<file path="src/rtl/vga_pixel_timing.sv">
// vga_pixel_timing: 640x480@60 VGA timing from CLOCK_50_I, advanced by a 25 MHz enable.
// Exports the current pixel coordinate to the colour logic and registers the returned
// RGB together with sync and blank so every DAC pin changes on the same edge.
// Optional build macro VGA_TIMING_BORDER_EN forces white on the outermost visible ring.
module vga_pixel_timing #(
    parameter int H_VISIBLE = 640,
    parameter int H_FRONT   = 16,
    parameter int H_SYNC    = 96,
    parameter int H_BACK    = 48,
    parameter int V_VISIBLE = 480,
    parameter int V_FRONT   = 10,
    parameter int V_SYNC    = 2,
    parameter int V_BACK    = 33
) (
    input  logic       CLOCK_50_I,
    input  logic       resetn,
    input  logic       enable,
    input  logic [7:0] iRed,
    input  logic [7:0] iGreen,
    input  logic [7:0] iBlue,
    output logic [9:0] oCoord_X,
    output logic [9:0] oCoord_Y,
    output logic [7:0] oVGA_R,
    output logic [7:0] oVGA_G,
    output logic [7:0] oVGA_B,
    output logic       oVGA_H_SYNC,
    output logic       oVGA_V_SYNC,
    output logic       oVGA_SYNC,
    output logic       oVGA_BLANK,
    output logic       oFrame_start
);

    localparam int H_TOTAL = H_VISIBLE + H_FRONT + H_SYNC + H_BACK;
    localparam int V_TOTAL = V_VISIBLE + V_FRONT + V_SYNC + V_BACK;

    localparam logic [9:0] H_LAST      = 10'(H_TOTAL - 1);
    localparam logic [9:0] V_LAST      = 10'(V_TOTAL - 1);
    localparam logic [9:0] H_VIS       = 10'(H_VISIBLE);
    localparam logic [9:0] V_VIS       = 10'(V_VISIBLE);
    localparam logic [9:0] H_SYNC_BEG  = 10'(H_VISIBLE + H_FRONT);
    localparam logic [9:0] H_SYNC_END  = 10'(H_VISIBLE + H_FRONT + H_SYNC);
    localparam logic [9:0] V_SYNC_BEG  = 10'(V_VISIBLE + V_FRONT);
    localparam logic [9:0] V_SYNC_END  = 10'(V_VISIBLE + V_FRONT + V_SYNC);
`ifdef VGA_TIMING_BORDER_EN
    localparam logic [9:0] H_VIS_LAST  = 10'(H_VISIBLE - 1);
    localparam logic [9:0] V_VIS_LAST  = 10'(V_VISIBLE - 1);
`endif

    logic [9:0] h_cnt_q, h_cnt_d;
    logic [9:0] v_cnt_q, v_cnt_d;
    logic [7:0] red_q, red_d;
    logic [7:0] green_q, green_d;
    logic [7:0] blue_q, blue_d;
    logic       hsync_n_q, hsync_n_d;
    logic       vsync_n_q, vsync_n_d;
    logic       blank_n_q, blank_n_d;
    logic       frame_start_q, frame_start_d;
    logic       visible;
    logic       border;

    // Next raster position: advance one pixel per enable, wrapping line then frame.
    always_comb begin
        h_cnt_d = h_cnt_q;
        v_cnt_d = v_cnt_q;
        if (enable) begin
            if (h_cnt_q == H_LAST) begin
                h_cnt_d = '0;
                if (v_cnt_q == V_LAST) begin
                    v_cnt_d = '0;
                end else begin
                    v_cnt_d = v_cnt_q + 10'd1;
                end
            end else begin
                h_cnt_d = h_cnt_q + 10'd1;
            end
        end
    end

    // Output stage inputs, all derived from the pre-increment position so pins stay aligned.
    always_comb begin
        visible = (h_cnt_q < H_VIS) && (v_cnt_q < V_VIS);
`ifdef VGA_TIMING_BORDER_EN
        border  = visible && ((h_cnt_q == 10'd0) || (h_cnt_q == H_VIS_LAST) ||
                              (v_cnt_q == 10'd0) || (v_cnt_q == V_VIS_LAST));
`else
        border  = 1'b0;
`endif
        red_d         = red_q;
        green_d       = green_q;
        blue_d        = blue_q;
        hsync_n_d     = hsync_n_q;
        vsync_n_d     = vsync_n_q;
        blank_n_d     = blank_n_q;
        // The frame marker is a single CLOCK_50_I pulse, so it clears even without enable.
        frame_start_d = enable && (h_cnt_q == 10'd0) && (v_cnt_q == 10'd0);
        if (enable) begin
            if (border) begin
                red_d   = 8'hFF;
                green_d = 8'hFF;
                blue_d  = 8'hFF;
            end else if (visible) begin
                red_d   = iRed;
                green_d = iGreen;
                blue_d  = iBlue;
            end else begin
                red_d   = 8'h00;
                green_d = 8'h00;
                blue_d  = 8'h00;
            end
            blank_n_d = visible;
            hsync_n_d = ~((h_cnt_q >= H_SYNC_BEG) && (h_cnt_q < H_SYNC_END));
            vsync_n_d = ~((v_cnt_q >= V_SYNC_BEG) && (v_cnt_q < V_SYNC_END));
        end
    end

    // Raster counters.
    always_ff @(posedge CLOCK_50_I or negedge resetn) begin
        if (!resetn) begin
            h_cnt_q <= '0;
            v_cnt_q <= '0;
        end else begin
            h_cnt_q <= h_cnt_d;
            v_cnt_q <= v_cnt_d;
        end
    end

    // DAC output register: colour, syncs, blank and frame marker from one stage.
    always_ff @(posedge CLOCK_50_I or negedge resetn) begin
        if (!resetn) begin
            red_q         <= '0;
            green_q       <= '0;
            blue_q        <= '0;
            hsync_n_q     <= 1'b1;
            vsync_n_q     <= 1'b1;
            blank_n_q     <= 1'b0;
            frame_start_q <= 1'b0;
        end else begin
            red_q         <= red_d;
            green_q       <= green_d;
            blue_q        <= blue_d;
            hsync_n_q     <= hsync_n_d;
            vsync_n_q     <= vsync_n_d;
            blank_n_q     <= blank_n_d;
            frame_start_q <= frame_start_d;
        end
    end

    assign oCoord_X     = h_cnt_q;
    assign oCoord_Y     = v_cnt_q;
    assign oVGA_R       = red_q;
    assign oVGA_G       = green_q;
    assign oVGA_B       = blue_q;
    assign oVGA_H_SYNC  = hsync_n_q;
    assign oVGA_V_SYNC  = vsync_n_q;
    assign oVGA_SYNC    = 1'b0;
    assign oVGA_BLANK   = blank_n_q;
    assign oFrame_start = frame_start_q;

endmodule

</file>
<file path="config.mk">
export PLATFORM = sky130hd
export DESIGN_NAME = vga_pixel_timing
export DESIGN_NICKNAME = d
export VERILOG_FILES = /design/src/rtl/vga_pixel_timing.sv
export SDC_FILE = /design/constraint.sdc
export NUM_CORES = 1
export LEC_CHECK = 0
export ABC_AREA = 1
export ABC_CLOCK_PERIOD_IN_PS = 1300
export CAP_MARGIN = 10
export CORE_UTILIZATION = 40
export CTS_BUF_LIST = sky130_fd_sc_hd__clkbuf_4 sky130_fd_sc_hd__clkbuf_8 sky130_fd_sc_hd__clkbuf_16
export CTS_CLUSTER_SIZE = 30
export DETAILED_ROUTE_END_ITERATION = 8
export PLACE_DENSITY = 0.71
export REMOVE_ABC_BUFFERS = 1
export SYNTH_ARGS = -nofsm -noshare
export SYNTH_HDL_FRONTEND = slang
export SYNTH_SLANG_ARGS = --single-unit
</file>
<file path="constraint.sdc">
create_clock -name CLOCK_50_I -period 1.3 [get_ports CLOCK_50_I]
set_input_delay 0.13 -clock CLOCK_50_I [delete_from_list [all_inputs] [get_ports CLOCK_50_I]]
set_output_delay 0.13 -clock CLOCK_50_I [all_outputs]
set_load 0.02 [all_outputs]
</file>
==> summary.md <==
| Metric | Value |
|---|---|
| Outcome | finished with violations |
| Failing checks | negative setup slack |
| Share of cells above drive strength 1 | between 30% and 40% |
| Crit Path Class | reg2reg |
| Largest net degree at the start of global routing | between 40 and 50 |
| Clock sinks | 48 |
| P_leak | around 0.0019 uW |
| Congestion Overflow GR | 0 |
| CP delay by family, top | flip-flops |
| Tmin final | between 1000 and 1500 ps |
| Tcrit/Tclk final | 100.5% |
| CTS buffer count | 5 |
| Vias in the first global route | ~2200 |
| Final count of hold timing violations | 0 |
| Worst Hold Class | in2async |
| Proportion of synthesized chip area in sequential cells | 49.69% |
| Unrepaired setup endpoints after global routing | true |
| FF+latch area | between 1000 and 1500 sq um |
| CP Capture Type | flip-flop |
| Asr flop ratio synth | 100.0% |
| Critical path fanouts, max | 25 |
| Cells along the critical path | inv_2 -> nand2_1 -> nor2_2 -> nand3b_2 -> buf_12 -> o21ai_0 |
| Top-count cell post-synth | nand2_1 |
| Maximum clock path buffer count | 2 |
| DRC | 0 |
| Site Rows | 27 |
| Most used DFF post-synth | dfrtp_1 |
| Total number of vias | 2338 |
| Area of the multi-input gates | 1140 sq um |
| N_diodes | 0 |
| Yosys reg bits | 48 |
| Distinct cells, synth | 33 |
| Final setup margin | -7.069 ps |
| Nets@finish | about 440 |
| Place WS | -184.1 ps |
| Final Skew | ~6 ps |
| # IOs | 76 |
| H-tree levels | 2 |
| CP max stage cell | dfrtp_1 |
| Initial antenna violation count | 0 |
| Peak supply drop | between 0.7 and 0.8 mV |
| Post-DP HPWL | between 4000 and 5000 um |
| Initial Util | between 40% and 50% |
| Syn Inst Count | roughly 290 |
| Worst endpoint required time | 1530 ps |
| Endpoints failing setup | 2 |
| YS warnings | 0 |
| GR Util All Layers | a little over a fifth |
| Cell taking the most area after synthesis | dfrtp_1 |
| Most frequent cells after synthesis | 70 x nand2_1, 47 x inv_1, 46 x dfrtp_1 |
| Area share of the largest cell type after synthesis | between 40% and 50% |
| First-pass GRT wire length | 10260 um |
| Max Cap Violations | 0 |
| Die Width | 79.82 um |
| Post-Syn Area | approximately 2400 sq um |
| Gpl congestion | just under 0.9 |
| Skew-Pair Late Insertion Delay | slightly above 300 ps |
| Synth area leaders | dfrtp_1 48%, nand2_1 11%, inv_1 7.3% |
| DIE AREA | 6371 sq um |
| DR vias/cell | about 4.8 |
| Pwr per Cell Area | between 1000 and 1500 nW/um^2 |
| Syn_area_per_cell | around 8.4 sq um |
| Antenna-violating nets left | 0 |
| Max-slew violations | 0 |
| Area Overhead vs Synth | 57.49% |
| WP data arrival | 1530 ps |
| Routed WL | roughly 6400 um |
| CTS root buffer | clkbuf_8 |
| CP Launch Type | flip-flop |
| Final-layout fill cell count | 482 |
| Core area | around 5700 sq um |
| Worst-path clk slew | about 100 ps |
| Max incr delay on CP | approximately 410 ps |
| Port buffer count | 74 |
| Bufs and invs on worst path | 2 |
| DRT iter0 DRCs | 113 |
| DRT Pass-1 Iters | 6 |
| Fmax achieved | around 0.77 GHz |
| TritonCTS clock tree | done |
| WL/cell | between 10 and 15 um |
| Post-synth EDFFs | 0 |
| Die Y-Extent | approximately 80 um |
| Post-layout util | 67.22% |
## state kept, by name (all words and copies together), names as in the netlist
| signal | cells |
|---|---|
| oVGA_BLANK | 1 |
| oVGA_B | 8 |
| oVGA_R | 8 |
| oVGA_V_SYNC | 1 |
| oFrame_start | 1 |
| oCoord_Y | 10 |
| oVGA_H_SYNC | 1 |
| oVGA_G | 8 |
| oCoord_X | 10 |
## layout by cell type, fill, tap and decap left out, drive strengths merged
cell / netlist / routed
nand4: 6 / 7
o22ai: 1 / 1
o21bai: 1 / 1
dlygate4sd2: 0 / 40
inv: 51 / 52
nand3: 21 / 21
o21ai: 36 / 36
nand3b: 2 / 2
o31ai: 1 / 1
nand2: 73 / 73
dlygate4sd3: 0 / 1
ha: 4 / 4
clkdlybuf4s15: 0 / 1
xor2: 6 / 6
conb: 1 / 1
clkdlybuf4s50: 0 / 25
dfstp: 2 / 2
a21oi: 1 / 1
mux2i: 1 / 1
or2: 1 / 1
nor2: 19 / 20
dfrtp: 46 / 46
nor3: 6 / 6
buf: 10 / 48
clkinvlp: 0 / 1
clkbuf: 0 / 13
## metrics by stage
stage	TNS (ps)	power (uW)	hold slack, ps	cells	cell area [sq um]
6_report	-12.61	4662	314.8	483	3815
3_3_place_gp	-2201	3550	135.6	462	3487
2_1_floorplan	-866.0	2604	-165.6	279	2333
4_1_cts	-44.12	4462	322.4	476	3635
5_1_grt	-1365	4943	345.5	483	3815
3_5_place_dp	-3281	3572	134.2	462	3487
## logic make-up after synthesis
| family | synth area share (%) |
|---|---|
| and+or+nand+nor | 25.31 |
| buffers and inverters | 11.67 |
| DFF | 49.69 |
| AOI/OAI and AO/OA | 8.523 |
| xor gates and xnor gates | 2.169 |
| adders and majority gates | 2.066 |
| other | 0.1548 |
| muxes | 0.4132 |
## path summary, 6_finish.rpt
| path | from | to | slack (ps) | cells past startpoint |
|---|---|---|---|---|
| setup / recovery | oCoord_Y[9] | oVGA_R[3] | -7 | 6 |
| setup reg to reg | oCoord_Y[9] | oVGA_R[3] | -7 | 6 |
| hold reg to reg | oVGA_R[5] | oVGA_R[5] | 490 | 2 |
| max in group asynchronous | resetn | oVGA_V_SYNC | 710 | 3 |
| hold / removal | resetn | oVGA_G[0] | 310 | 3 |
| min in group CLOCK_50_I | iBlue[7] | oVGA_B[7] | 350 | 3 |
## layout make-up
type,count,share of cell area [%]
multi-input combinational,182,29.88
clock buffer,6,2.165
clock inverter,2,0.4592
timing repair buffer,122,28.27
sequential,48,31.62
tap,72,2.361
inverter,51,5.248
## where the power goes
group / internal, uW / switching, uW
registers: 1690 / 151
clock network: 446 / 554
logic: 817 / 1010
## per-layer routing
layer,global-route usage (%),share of wire (%),vias up
li1,-,-,1149
met2,32.82,47,77
met5,0,0,-
met4,8.393,2.6,0
met3,6.057,6.7,14
met1,26.92,44,1098
## worst reg2reg max path, stage by stage, from the launching register on
cell and delay [ps]:
dfrtp_1 410, inv_2 90, nand2_1 100, nor2_2 150
nand3b_2 120, buf_12 180, o21ai_0 170
## what timing repair did
action / in CTS / in global routing
cloned: 2 / 0
endpoints found under the hold margin: 46 / 0
endpoints found under the setup margin: 58 / 49
setup buffers: 3 / 7
hold buffers: 1 / 0
gates resized for setup: 67 / 65
pin swaps: 4 / 21
(Power assumes the default switching activity.)
